==> config.mk <==
export PLATFORM = sky130hd
export DESIGN_NAME = jk_sync_counter
export DESIGN_NICKNAME = d
export VERILOG_FILES = /design/src/rtl/jk_sync_counter.sv
export SDC_FILE = /design/constraint.sdc
export NUM_CORES = 1
export LEC_CHECK = 0
export CAP_MARGIN = 20
export CELL_PAD_IN_SITES_DETAIL_PLACEMENT = 1
export CELL_PAD_IN_SITES_GLOBAL_PLACEMENT = 2
export CORE_MARGIN = 4
export CORE_UTILIZATION = 18
export CTS_BUF_LIST = sky130_fd_sc_hd__clkbuf_4
export CTS_CLUSTER_DIAMETER = 150
export DETAILED_ROUTE_END_ITERATION = 8
export PLACE_DENSITY_LB_ADDON = 0.1
export SYNTH_ARGS = -nofsm -noshare
export SYNTH_HDL_FRONTEND = slang
export SYNTH_SLANG_ARGS = --single-unit
export TNS_END_PERCENT = 20
==> constraint.sdc <==
create_clock -name clk -period 1.73 [get_ports clk]
set_input_delay 0.173 -clock clk [delete_from_list [all_inputs] [get_ports clk]]
set_output_delay 0.173 -clock clk [all_outputs]
set_load 0.02 [all_outputs]
==> src/rtl/jk_sync_counter.sv <==
// Modulo-MOD synchronous up/down counter built from per-bit edge-triggered JK cells.
// Define JK_CNT_OVF_STICKY_EN to make ovf a sticky wrap register (otherwise ovf is tied low).
module jk_sync_counter #(
    parameter int unsigned WIDTH = 4,
    parameter int unsigned MOD   = 2 ** WIDTH
) (
    input  logic             clk,
    input  logic             rst_n,
    input  logic             en,
    input  logic             up,
    input  logic             load,
    input  logic [WIDTH-1:0] din,
    output logic [WIDTH-1:0] q,
    output logic [WIDTH-1:0] j_vec,
    output logic [WIDTH-1:0] k_vec,
    output logic             tc,
    output logic             ovf
);

    localparam logic [WIDTH-1:0] TOP = WIDTH'(MOD - 1);

    generate
        if (WIDTH < 2 || MOD < 2 || MOD > 2 ** WIDTH) begin : g_bad_params
            $error("jk_sync_counter: illegal WIDTH/MOD combination");
        end
    endgenerate

    typedef enum logic [2:0] {
        DRV_HOLD,
        DRV_LOAD,
        DRV_UP,
        DRV_DOWN,
        DRV_UP_WRAP,
        DRV_DOWN_WRAP
    } drive_t;

    drive_t           drive;
    logic             at_top;
    logic             at_zero;
    logic [WIDTH-1:0] din_clamp;
    logic [WIDTH-1:0] ones_below;
    logic [WIDTH-1:0] zeros_below;

    // Prefix terms: bit i toggles when every lower bit is 1 (up) or 0 (down).
    always_comb begin
        logic acc_one;
        logic acc_zero;
        acc_one     = 1'b1;
        acc_zero    = 1'b1;
        ones_below  = '0;
        zeros_below = '0;
        for (int unsigned i = 0; i < WIDTH; i++) begin
            ones_below[i]  = acc_one;
            zeros_below[i] = acc_zero;
            acc_one        = acc_one & q[i];
            acc_zero       = acc_zero & ~q[i];
        end
    end

    always_comb begin
        at_top    = (q == TOP);
        at_zero   = (q == '0);
        din_clamp = (din > TOP) ? TOP : din;

        drive = DRV_HOLD;
        if (load) begin
            drive = DRV_LOAD;
        end else if (en) begin
            if (up) begin
                drive = at_top ? DRV_UP_WRAP : DRV_UP;
            end else begin
                drive = at_zero ? DRV_DOWN_WRAP : DRV_DOWN;
            end
        end

        tc = en & ~load & ((up & at_top) | (~up & at_zero));
    end

    always_comb begin
        j_vec = '0;
        k_vec = '0;
        case (drive)
            DRV_LOAD: begin
                j_vec = din_clamp;
                k_vec = ~din_clamp;
            end
            DRV_UP: begin
                j_vec = ones_below;
                k_vec = ones_below;
            end
            DRV_DOWN: begin
                j_vec = zeros_below;
                k_vec = zeros_below;
            end
            DRV_UP_WRAP: begin
                j_vec = '0;
                k_vec = '1;
            end
            DRV_DOWN_WRAP: begin
                j_vec = TOP;
                k_vec = ~TOP;
            end
            default: begin
                j_vec = '0;
                k_vec = '0;
            end
        endcase
    end

    // Storage stage: each bit is an edge-triggered JK cell.
    always_ff @(posedge clk or negedge rst_n) begin
        if (!rst_n) begin
            q <= '0;
        end else begin
            for (int unsigned i = 0; i < WIDTH; i++) begin
                q[i] <= (j_vec[i] & ~q[i]) | (~k_vec[i] & q[i]);
            end
        end
    end

`ifdef JK_CNT_OVF_STICKY_EN
    always_ff @(posedge clk or negedge rst_n) begin
        if (!rst_n) begin
            ovf <= 1'b0;
        end else if (load) begin
            ovf <= 1'b0;
        end else if (tc) begin
            ovf <= 1'b1;
        end
    end
`else
    assign ovf = 1'b0;
`endif

endmodule

; Word level (Yosys, flattened, before mapping)
; Cells that the tools add are included.
[word_totals]
word_cells = 49
inputBits = 9
reg_bits = 4
out_inout_bits = 14
[op_classes]
n_lt_le_gt_ge = 1
n_reduce_logical = 1
n_eq_ne = 6
bitwise = 32
muxes = 8
[op_table]
columns = operator, count
row1 = 4-bit case mux with 4 select lines, 2
row2 = 1-bit AND, 16
row3 = 3-bit two-way mux, 5
row4 = 1-bit NOT, 10
row5 = "3-bit by 2-bit == test with 1-bit output, second input constant", 2
row6 = "3-bit == test, second input constant", 2
row7 = 1-bit OR, 5
row8 = "4-bit == test, second input constant", 1
row9 = "4-bit greater-than comparator, second input constant", 1
row10 = 4-bit logical NOT, 1
row11 = 4-bit two-way mux, 1
row12 = 4-bit NOT, 1
row13 = "3-bit by 1-bit == test with 1-bit output, second input constant", 1

; Depth between registers and ports, before layout
; Gate-level depths: netlist (run 1).
[depth]
word_depth = 10
mapped_depth = 7
ltp_nobuf = 5

; Worst setup path before layout (run 1)
; OpenSTA, ideal clock, no wires.
[synth_path]
path_kind = flip-flop to output port
startpoint = reg q[2]
endpoint = out j_vec[3]
path_buffers = 2
path_slack_ns = -0.305
path_stages_with_launch = 6
arrival_time_ns = 1.862
required_ns = 1.557
path_cell_list = dfrtp_1 -> buf_6 -> or4_4 -> or4_1 -> buf_2 -> nand3_1
[synth_via]
elab_chain_cells = 7
elab_cells_between_ends = 15
cone_classes = eq/ne (5) / mux (6) / bitwise (3) / reduce/logical (1)
[synth_lines]
columns = element, line
row1 = start: declaration, 13  ; output logic [WIDTH-1:0] q,
row2 = start signal: indexed assignment, 116  ; q[i] <= (j_vec[i] & ~q[i]) | (~k_vec[i] & q[i]);
row3 = 4-bit == test / 4-bit logical NOT (equally long branches), "61, 62"
row4 = "3-bit two-way mux, on equally long branches", "70, 72"
row5 = 3-bit two-way mux, 69  ; if (up) begin
row6 = 3-bit two-way mux, 68  ; end else if (en) begin
row7 = 3-bit two-way mux, 66  ; if (load) begin
row8 = 3-bit == test (tied with other cells), 82  ; case (drive)
row9 = 4-bit case mux with 4 select lines (*), 82
row10 = end: declaration, 14  ; output logic [WIDTH-1:0] j_vec,
; Every way passes the cells marked *; elsewhere a longest branch is shown, timed or not.

; Worst setup path in the final report (run 1)
[layout_path]
startpoint = reg q[0]
endpoint = out j_vec[2]
; The elaborated chain is that of the path after synthesis.

==> run_results.csv, run 1 <==
group,metric,value,unit
run_status,status,"complete, but fails checks",
run_status,failed_checks,"setup timing",
drt,drc_errors,0,
drt,drt-initial-drc-count,4,
setup_path,r2r_end,"q[2]",
place,place_hpwl,1.37,mm
floorplanning,die_h,56.6,µm
clock_network,htreeDepth,1,
synthesis,yosysUniqueCellTypes,33,
global_route,grt_pass1_vias,600,
clock_network,hold_buffers,0,
global_route,antenna_found_initial,0,
synthesis,ys_ff_latch,4,
pwr,power_frac_seq,0.188,
floorplanning,num_io_pins,23,
timing,fin_crit_sh,1.18,
timing,max_freq,0.488,GHz
setup_path,worstRegToRegCells,4,
drt,ant_nets,0,
hold_path,hold_class,"in2async",
global_route,grt_pass1_wl,2.83,mm
setup_path,path_cells,"or4_4 > or4_4 > nand3_2 > buf_6",
timing,finalHoldViolCount,0,
setup_path,r2r_start,"q[0]",
pwr,power.share.switching,0.416,
pwr,p_comb_frac,0.671,
finish,design_area,825,µm²
clock_network,clock_sinks,4,
flow_run,maxCapViolations,0,
finish,syn_to_final_growth,93.8,%
clock_network,cts_buffer_depth,2,
setup_path,path_class,"reg2out",
floorplanning,initial_core_util,0.190,
timing,setup_viol,11,
clock_network,numCtsBuffers,3,
floorplanning,rows,17,
drt,firstDrtPassIters,3,
pwr,p_leak,0.371,nW
pwr,p_switching,0.000349,W
place,placed_area,757,µm²
finish,reg.largest.list,"q (4)",
finish,fill_cells,280,
finish,insertedDiodeCount,0,
pwr,p_clk_frac,0.141,
finish,drive_above_1_share,0.562,
timing,holdWs,0.152,ns
setup_path,cpMaxStageDelayCell,"or4_4",
drt,vias,553,
clock_network,ctsRootBufferMaster,"clkbuf_4",
setup_path,critPathCapture,"j_vec[2]",
setup_path,critPathRequiredTime,1.56,ns
floorplanning,dieArea,3210,µm²
drt,routed_wl,1.78,mm
pwr,p_total,0.000838,W
place,gp_congestion,0.715,
finish,fin_util,0.369,
setup_path,startpoint,"q[0]",
setup_path,critPathArrivalTime,1.88,ns
drt,wire_per_inst,15.2,µm
timing,worst_slack,-0.319,ns
global_route,grt_remaining_overflow,0,
timing,clock-skew-final,0.000594,ns
synthesis,synthCells,51,
pwr,powerDensity,1020,nW/µm²
pwr,intPower,0.000489,W
setup_path,rrSetupSlack,-0.07,ns
timing,rsz0062_at_grt,"yes",
finish,final_cell_mix,"buf_4 (20), clkdlybuf4s50_1 (12), nand2_1 (6)",
synthesis,syn_area_per_cell,8.34,µm²
synthesis,synth_fp_nets,60,
finish,final_common_cell,"buf_4",
synthesis,syn_area,425,µm²
setup_path,end_kind,"output port",
synthesis,synth_warnings,0,
timing,timing.final.crit_period,2.05,ns
timing,maxSlewViolCount,0,
clock_network,cts_tree,"yes",
finish,multi_input_comb_area,325,µm²
floorplanning,coreArea,2230,µm²
pwr,peakVddDrop,0.481,mV
clock_network,clk_pin_slew_worst_paths,0.04,ns
floorplanning,die_x,56.6,µm
finish,regMostFlops,"q",
place,portBuffers,21,
finish,nets,100,
finish,ff_latch_area,103,µm²
setup_path,cp-start-kind,"register",
global_route,grtUsageTotal,0.117,
synthesis,yosysSeqAreaShare,0.235,
setup_path,crit_fanout,6,
drt,vias_per_cell,4.73,
global_route,grt_max_degree,10,
setup_path,crit_path_frequent_cell,"or4_4",
clock_network,clk_latency,0.24,ns
finish,largest_reg_flops,4,
setup_path,slowest_delay,0.54,ns
==> cells in the mapped netlist <==
library cell / instances / share of area
nand2_1: 6 / 0.053
dfrtp_1: 4 / 0.24
nand3_1: 4 / 0.047
o221ai_1: 3 / 0.062
a21oi_2: 2 / 0.041
buf_4: 2 / 0.035
nand4_1: 2 / 0.029
nor2_1: 2 / 0.018
nor3_1: 2 / 0.024
a21oi_1: 1 / 0.012
a22o_1: 1 / 0.021
a22oi_1: 1 / 0.018
a31oi_1: 1 / 0.015
a41oi_1: 1 / 0.021
and2_1: 1 / 0.015
and4b_1: 1 / 0.024
and4b_4: 1 / 0.032
buf_2: 1 / 0.012
buf_6: 1 / 0.026
buf_8: 1 / 0.035
conb_1: 1 / 0.0088
inv_1: 1 / 0.0088
mux2_2: 1 / 0.026
mux2i_1: 1 / 0.024
nand2b_1: 1 / 0.015
nor2b_1: 1 / 0.015
nor4_1: 1 / 0.015
o2bb2ai_1: 1 / 0.021
or2_1: 1 / 0.015
or2_2: 1 / 0.015
or4_1: 1 / 0.018
or4_4: 1 / 0.026
xor2_1: 1 / 0.021
==> layout make-up <==
| cell class | count | share of cell area |
|---|---|---|
| sequential | 4 | 0.124 |
| clock buffer | 3 | 0.0273 |
| tap | 28 | 0.0425 |
| multi-input combinational | 41 | 0.395 |
| inverter | 1 | 0.00455 |
| timing repair buffer | 40 | 0.407 |
==> worst min-delay path by stage <==
stage,end,slack (ns)
6_report,q[3],0.15
5_1_grt,q[0],0.15
4_1_cts,q[0],0.15
3_5_place_dp,q[3],0.40
3_3_place_gp,q[3],0.41
2_1_floorplan,q[0],-0.12
==> through the flow <==
step	setup WS (ns)	setup TNS, ns	cells
5_1_grt	-0.378	-2.92	117
3_3_place_gp	-0.773	-6.57	111
2_1_floorplan	-0.285	-1.63	51
3_5_place_dp	-0.762	-6.56	111
4_1_cts	-0.440	-3.41	116
6_report	-0.319	-2.16	117
==> power groups by stage <==
stage | logic (W) | registers (W) | clock network, W
after detailed placement | 0.000529 | 0.000160 | 0
after floorplan | 0.000275 | 0.000200 | 0
after CTS | 0.000551 | 0.000159 | 0.000124
final | 0.000562 | 0.000158 | 0.000118
after global placement | 0.000531 | 0.000160 | 0
after global routing | 0.000604 | 0.000166 | 0.000136
==> logic make-up after synthesis <==
kind of cell / after synthesis / synth area share
and+or+nand+nor: 26 / 0.359
other: 1 / 0.00882
xor gates and xnor gates: 1 / 0.0206
DFF: 4 / 0.235
muxes: 2 / 0.0500
buffers and inverters: 6 / 0.118
AOI/OAI and AO/OA: 11 / 0.209
==> routing by layer <==
metal,track usage,vias to the layer above,wire (µm)
li1,-,267,-
met1,0.139,267,802
met2,0.190,15,877
met3,0.0230,4,62
met4,0.0712,0,36
met5,0,-,0
==> worst max-delay path, delay by kind of cell, from the launching register on <==
kind / cells / cell delay, ns
buf+inv: 1 / 0.12
flops: 1 / 0.36
simple gates: 3 / 1.16
==> timing repair <==
action	in CTS	in global routing
resized for setup	44	13
setup endpoints to repair	12	11
setup buffers	2	1
pin swaps	7	5
Note: power is estimated with default switching activity, not from simulation.
==> inputs of run 2 (changes only) <==
--- a/config.mk
+++ b/config.mk
@@ -11,7 +11,7 @@
 export CORE_MARGIN = 4
 export CORE_UTILIZATION = 18
 export CTS_BUF_LIST = sky130_fd_sc_hd__clkbuf_4
-export CTS_CLUSTER_DIAMETER = 150
+export CTS_CLUSTER_DIAMETER = 60
 export DETAILED_ROUTE_END_ITERATION = 8
 export PLACE_DENSITY_LB_ADDON = 0.1
 export SYNTH_ARGS = -nofsm -noshare
==> results of run 2 <==
No change in the layout: final DEF, timing and power equal those of run 1.
